`src/rtl/cpu_mem_pkg.sv`:
```
// Shared types and default widths for the CPU-side memory access master.
// WRITE_VERIFY_EN adds the read-back verify states to the state enum.
package cpu_mem_pkg;

    localparam int WORD_SIZE = 8;
    localparam int ADDR_SIZE = 8;
    localparam int LEN_SIZE  = 4;

    typedef enum logic [2:0] {
        IDLE,
        RD_ISSUE,
        RD_DRAIN,
`ifdef WRITE_VERIFY_EN
        WR,
        VFY_ISSUE,
        VFY_CHK
`else
        WR
`endif
    } mem_master_state_t;

    typedef struct packed {
        logic                 write;
        logic [ADDR_SIZE-1:0] addr;
        logic [WORD_SIZE-1:0] wdata;
        logic [LEN_SIZE-1:0]  len;
    } mem_req_t;

endpackage

```
`src/rtl/mem_access_master.sv`:
```
// mem_access_master: core-side initiator for a single-port sync memory.
// Accepts single-word writes and 1..2**LEN_SIZE beat read bursts over
// req_valid/req_ready, drives mem_address/mem_write/mem_data_in and
// returns data on rsp_valid/rsp_rdata/rsp_last (rsp_err on verify fail).
// Macro WRITE_VERIFY_EN: re-read each write and flag mismatches.
module mem_access_master
    import cpu_mem_pkg::*;
#(
    parameter int WORD_W = WORD_SIZE,
    parameter int ADDR_W = ADDR_SIZE,
    parameter int LEN_W  = LEN_SIZE
) (
    input  logic              clk,
    input  logic              rst_n,
    input  logic              req_valid,
    output logic              req_ready,
    input  logic              req_write,
    input  logic [ADDR_W-1:0] req_addr,
    input  logic [WORD_W-1:0] req_wdata,
    input  logic [LEN_W-1:0]  req_len,
    output logic              rsp_valid,
    output logic [WORD_W-1:0] rsp_rdata,
    output logic              rsp_last,
    output logic              rsp_err,
    output logic [ADDR_W-1:0] mem_address,
    output logic              mem_write,
    output logic [WORD_W-1:0] mem_data_in,
    input  logic [WORD_W-1:0] mem_data_out
);

    mem_master_state_t state_q, state_d;
    mem_req_t          req_q, req_d;
    logic [LEN_W-1:0]  cnt_q, cnt_d;
    logic              pend_q, pend_d;
    logic              ready_q, ready_d;
    logic              wr_q, wr_d;
    logic              rvld_q, rvld_d;
    logic              rlast_q, rlast_d;
    logic              rerr_q, rerr_d;
    logic [WORD_W-1:0] rdata_q, rdata_d;

    always_ff @(posedge clk) begin
        if (!rst_n) begin
            state_q <= IDLE;
            req_q   <= '0;
            cnt_q   <= '0;
            pend_q  <= 1'b0;
            ready_q <= 1'b1;
            wr_q    <= 1'b0;
            rvld_q  <= 1'b0;
            rlast_q <= 1'b0;
            rerr_q  <= 1'b0;
            rdata_q <= '0;
        end else begin
            state_q <= state_d;
            req_q   <= req_d;
            cnt_q   <= cnt_d;
            pend_q  <= pend_d;
            ready_q <= ready_d;
            wr_q    <= wr_d;
            rvld_q  <= rvld_d;
            rlast_q <= rlast_d;
            rerr_q  <= rerr_d;
            rdata_q <= rdata_d;
        end
    end

    always_comb begin
        state_d = state_q;
        req_d   = req_q;
        cnt_d   = cnt_q;
        pend_d  = 1'b0;
        ready_d = ready_q;
        wr_d    = 1'b0;

        // pend_q marks a memory read whose data lands on mem_data_out
        // this cycle; it is turned into a response one edge later.
        rvld_d  = pend_q;
        rdata_d = pend_q ? mem_data_out : rdata_q;
        // Only the last read beat is pending while in RD_DRAIN.
        rlast_d = pend_q && (req_q.write || state_q == RD_DRAIN);
`ifdef WRITE_VERIFY_EN
        rerr_d  = pend_q && (state_q == VFY_CHK)
                  && (mem_data_out != req_q.wdata);
`else
        rerr_d  = 1'b0;
`endif

        // Ready comes back the cycle after the final beat is shown.
        if (rvld_q && rlast_q) begin
            ready_d = 1'b1;
        end

        unique case (state_q)
            IDLE: begin
                if (req_valid && ready_q) begin
                    ready_d     = 1'b0;
                    req_d.write = req_write;
                    req_d.addr  = req_addr;
                    req_d.len   = req_len;
                    cnt_d       = '0;
                    if (req_write) begin
                        // wdata only updated by writes so mem_data_in
                        // keeps its last value across reads.
                        req_d.wdata = req_wdata;
                        wr_d        = 1'b1;
                        state_d     = WR;
                    end else begin
                        state_d = RD_ISSUE;
                    end
                end
            end
            RD_ISSUE: begin
                pend_d = 1'b1;
                if (cnt_q == req_q.len) begin
                    state_d = RD_DRAIN;
                end else begin
                    req_d.addr = req_q.addr + 1'b1;
                    cnt_d      = cnt_q + 1'b1;
                end
            end
            RD_DRAIN: begin
                state_d = IDLE;
            end
`ifdef WRITE_VERIFY_EN
            WR: begin
                state_d = VFY_ISSUE;
            end
            VFY_ISSUE: begin
                pend_d  = 1'b1;
                state_d = VFY_CHK;
            end
            VFY_CHK: begin
                state_d = IDLE;
            end
`else
            WR: begin
                // Memory is read-before-write: the old word is returned.
                pend_d  = 1'b1;
                state_d = IDLE;
            end
`endif
            default: begin
                state_d = IDLE;
            end
        endcase
    end

    assign req_ready   = ready_q;
    assign rsp_valid   = rvld_q;
    assign rsp_rdata   = rdata_q;
    assign rsp_last    = rlast_q;
    assign rsp_err     = rerr_q;
    assign mem_address = req_q.addr;
    assign mem_data_in = req_q.wdata;
    // An in-flight write is suppressed as soon as reset is asserted,
    // so a reset during WR leaves memory untouched.
    assign mem_write   = wr_q & rst_n;

endmodule

```
`config.mk`:
```
export PLATFORM = sky130hd
export DESIGN_NAME = mem_access_master
export DESIGN_NICKNAME = d
export VERILOG_FILES = /design/src/rtl/cpu_mem_pkg.sv /design/src/rtl/mem_access_master.sv
export SDC_FILE = /design/constraint.sdc
export NUM_CORES = 1
export LEC_CHECK = 0
export BUFFER_PORTS_ARGS = -buffer_cell sky130_fd_sc_hd__buf_2
export CAP_MARGIN = 25
export CORE_MARGIN = 3
export CORE_UTILIZATION = 28
export CTS_CLUSTER_SIZE = 20
export DETAILED_ROUTE_END_ITERATION = 7
export GPL_TIMING_DRIVEN = 0
export PLACE_DENSITY = 0.56
export SETUP_SLACK_MARGIN = 0.2
export SLEW_MARGIN = 20
export SYNTH_ARGS = -nofsm -noshare
export SYNTH_HDL_FRONTEND = slang
export SYNTH_SLANG_ARGS = --single-unit
```
`constraint.sdc`:
```
create_clock -name clk -period 1.7 [get_ports clk]
set_input_delay 0.085 -clock clk [delete_from_list [all_inputs] [get_ports clk]]
set_output_delay 0.085 -clock clk [all_outputs]
set_load 0.05 [all_outputs]
```
==> run metrics <==
ys async rst share=0; I/O pin count=61; worst skew pair latency=300 ps; met1 WL=2390 um; core region area=6420 um2; Root Driver=clkbuf_8; crit-path cells=xnor2_2 -> buf_4 -> a41o_4 -> or3_1 -> a31oi_1; Starting Density=0.294; Mapped Area=1890 um2; routed length on met2=2320 um; Max Transition Viols Final=0; DR vias/cell=4.86; H-Tree Depth=2; Num CTS Buffers=5; Port Buf Inserts=59; Die W=88.1 um; share of post-route cells with drive strength above 1=0.430; sequential fraction of the synthesis area=0.424; fin worst setup slack=214 ps; Max stage delay cell, worst path=dfxtp_2; CTS tree=done; Layout Skew=6.85 ps; CP peak stage delay=360 ps; largest cells by area after synthesis=dfxtp_1 (42%), buf_4 (7.2%), nand2_1 (6.4%); CP max FO=9; startpoint class of the critical path=register; Top delay family on crit path=compound AO/OA/AOI/OAI gates; Die Area=7760 um2; Die Height=88.1 um; total negative slack=0 ps; final setup vio count=0; Clock Tree Buf Depth=2; total grt overflow=0; Distinct cells, synth=45; Synth Net Count=252; initial antenna violation count=0; final non-filler cell area=2640 um2; GRT Total Usage=0.135; Yosys Warn Count=0; antenna cells=0; Finished Core Util=0.411; area fraction of the dominant cell type after synthesis=0.424; fin crit period=1490 ps; clock slew at reported path FFs=90 ps; Max Used Layer=met4; DP Worst Slack=-25.5 ps; DRC Markers=0; Fin. Hold Viols=0; RSZ-0062 raised after global routing=true; CTS Sinks=40; fillers=660; Post-Place Cell Area=2280 um2; Crit Path Class=register to register; routed wl met3=387 um; Post-Syn Area per Cell=8.66 um2; max-cap violation count=0; status=finished, final reports clean; CP required=1930 ps; Peak VDD IR=0.556 mV; Nets=331; Final GP Congestion=0.766; Fmax=673 MHz; leakage=1.14 nW; final worst-path cycle share=0.874; PwrDens=1000 nW/um2; #FFs+latches synth=40; DR vias=1,821; HP Class=input pin to register; row cnt=29; CP bufs+invs=1; Max-Slew Margin vs Limit=0.595; Final HPWL DP=3550 um; CP arrival=1710 ps; initial DRC count=52; drt pass-1 iters=4; main flop type after synthesis=dfxtp_1; DRT Wirelength=5160 um; Avg WL per Cell=13.8 um; Worst Max-Slew Pin Slew=608 ps; pin count of the biggest net entering global routing=15; vias in the first global route=1,787; Routed Antenna Nets=0; area growth from synthesis to layout=39.9%; first-pass GRT wire length=8220 um; cell count after synthesis=218; Hold WS=15.0 ps; crit path capture type=register; area leader, netlist=dfxtp_1; number of enable flip-flop cells after synthesis=0; hold buffers post-CTS=0
## logic make-up (layout without fill, tap and decap cells)
kind of cell / count (synthesis) / in the layout / share of synthesized area
simple gates: 81 / 81 / 0.219
mux: 8 / 8 / 0.0424
other cells: 1 / 1 / 0.00199
compound gates: 49 / 49 / 0.174
xor+xnor: 4 / 4 / 0.0186
fa+ha+maj: 2 / 2 / 0.0133
flops: 40 / 40 / 0.424
buf+inv: 33 / 113 / 0.106
## worst paths after layout
kind | depth (start not counted) | slack (ps) | from | end
max reg2reg | 5 | 210 | cnt_q[2] | cnt_q[3]
min reg2reg | 2 | 460 | mem_data_in[0] | mem_data_in[0]
min | 3 | 10 | mem_data_out[0] | rsp_rdata[0]
max | 5 | 210 | cnt_q[2] | cnt_q[3]
## through the flow
stage	cells	total power, mW
detailed placement	354	1.74
CTS	366	2.59
finish	375	2.64
global route	375	2.77
floorplan	218	1.57
global placement	354	1.73
## worst register-to-register path: cells and delay by family, from the launching register on
family,cells,cell delay [ps]
AOI/OAI and AO/OA,2,400
DFF,1,360
and+or+nand+nor,1,350
xor gates and xnor gates,1,160
buffers and inverters,1,150
## sequential cells by signal, summed over array words and instances, names as in the netlist
register,cells
cnt_q,4
mem_address,8
mem_data_in,8
pend_q,1
req_q,5
req_ready,1
rsp_last,1
rsp_rdata,8
rsp_valid,1
state_q,2
wr_q,1
## cells in the final DEF, fill, tap and decap left out, drive strengths merged, types with 4 or more instances in the layout
master  netlist  layout
a21oi        22      22
nor2         12      12
nand3        10      10
inv           4       4
buf          20      93
nand2        32      32
or3           4       4
and2          4       4
dfxtp        40      40
a311oi        4       4
xnor2         4       4
clkbuf        9      13
o21ai         6       6
mux2i         8       8
## synth_stat cells (3+ instances only)
cell type  count
inv_1          4
nand4_1        3
clkbuf_1       9
and2_1         4
mux2i_1        8
xnor2_1        4
buf_4         18
o21ai_0        4
dfxtp_1       40
nor2b_1        3
nand3_1       10
nor2_1        12
a311oi_1       4
a21oi_1       22
nand2_1       32
or3_1          4
## what timing repair did
action	CTS	global route
setup buffers	4	9
resized for setup	15	25
pin swaps	1	7
gates cloned	0	0
setup endpoints to repair	20	18
## layer usage
| layer | vias up | track usage |
|---|---|---|
| li1 | 911 | - |
| met1 | 843 | 0.173 |
| met2 | 60 | 0.211 |
| met3 | 7 | 0.0470 |
| met4 | 0 | 0.0495 |
| met5 | - | 0 |
## power breakdown
| group | switching (mW) | leakage (nW) | internal, mW |
|---|---|---|---|
| Combinational | 0.445 | 0.748 | 0.307 |
| Sequential | 0.0747 | 0.330 | 1.01 |
| Clock | 0.363 | 0.0583 | 0.442 |
| Total | 0.883 | 1.14 | 1.76 |
## cell type report
cell class | count | area [um2] | share of cell area
clock buffer | 5 | 68.8 | 0.0261
clock inverter | 3 | 47.5 | 0.0180
multi-input combinational | 145 | 988 | 0.374
inverter | 4 | 15.0 | 0.00569
buffer | 29 | 211 | 0.0801
sequential | 40 | 816 | 0.309
timing repair buffer | 72 | 397 | 0.150
tap | 77 | 96.3 | 0.0365
No activity file was read; power rests on OpenSTA's default activity.
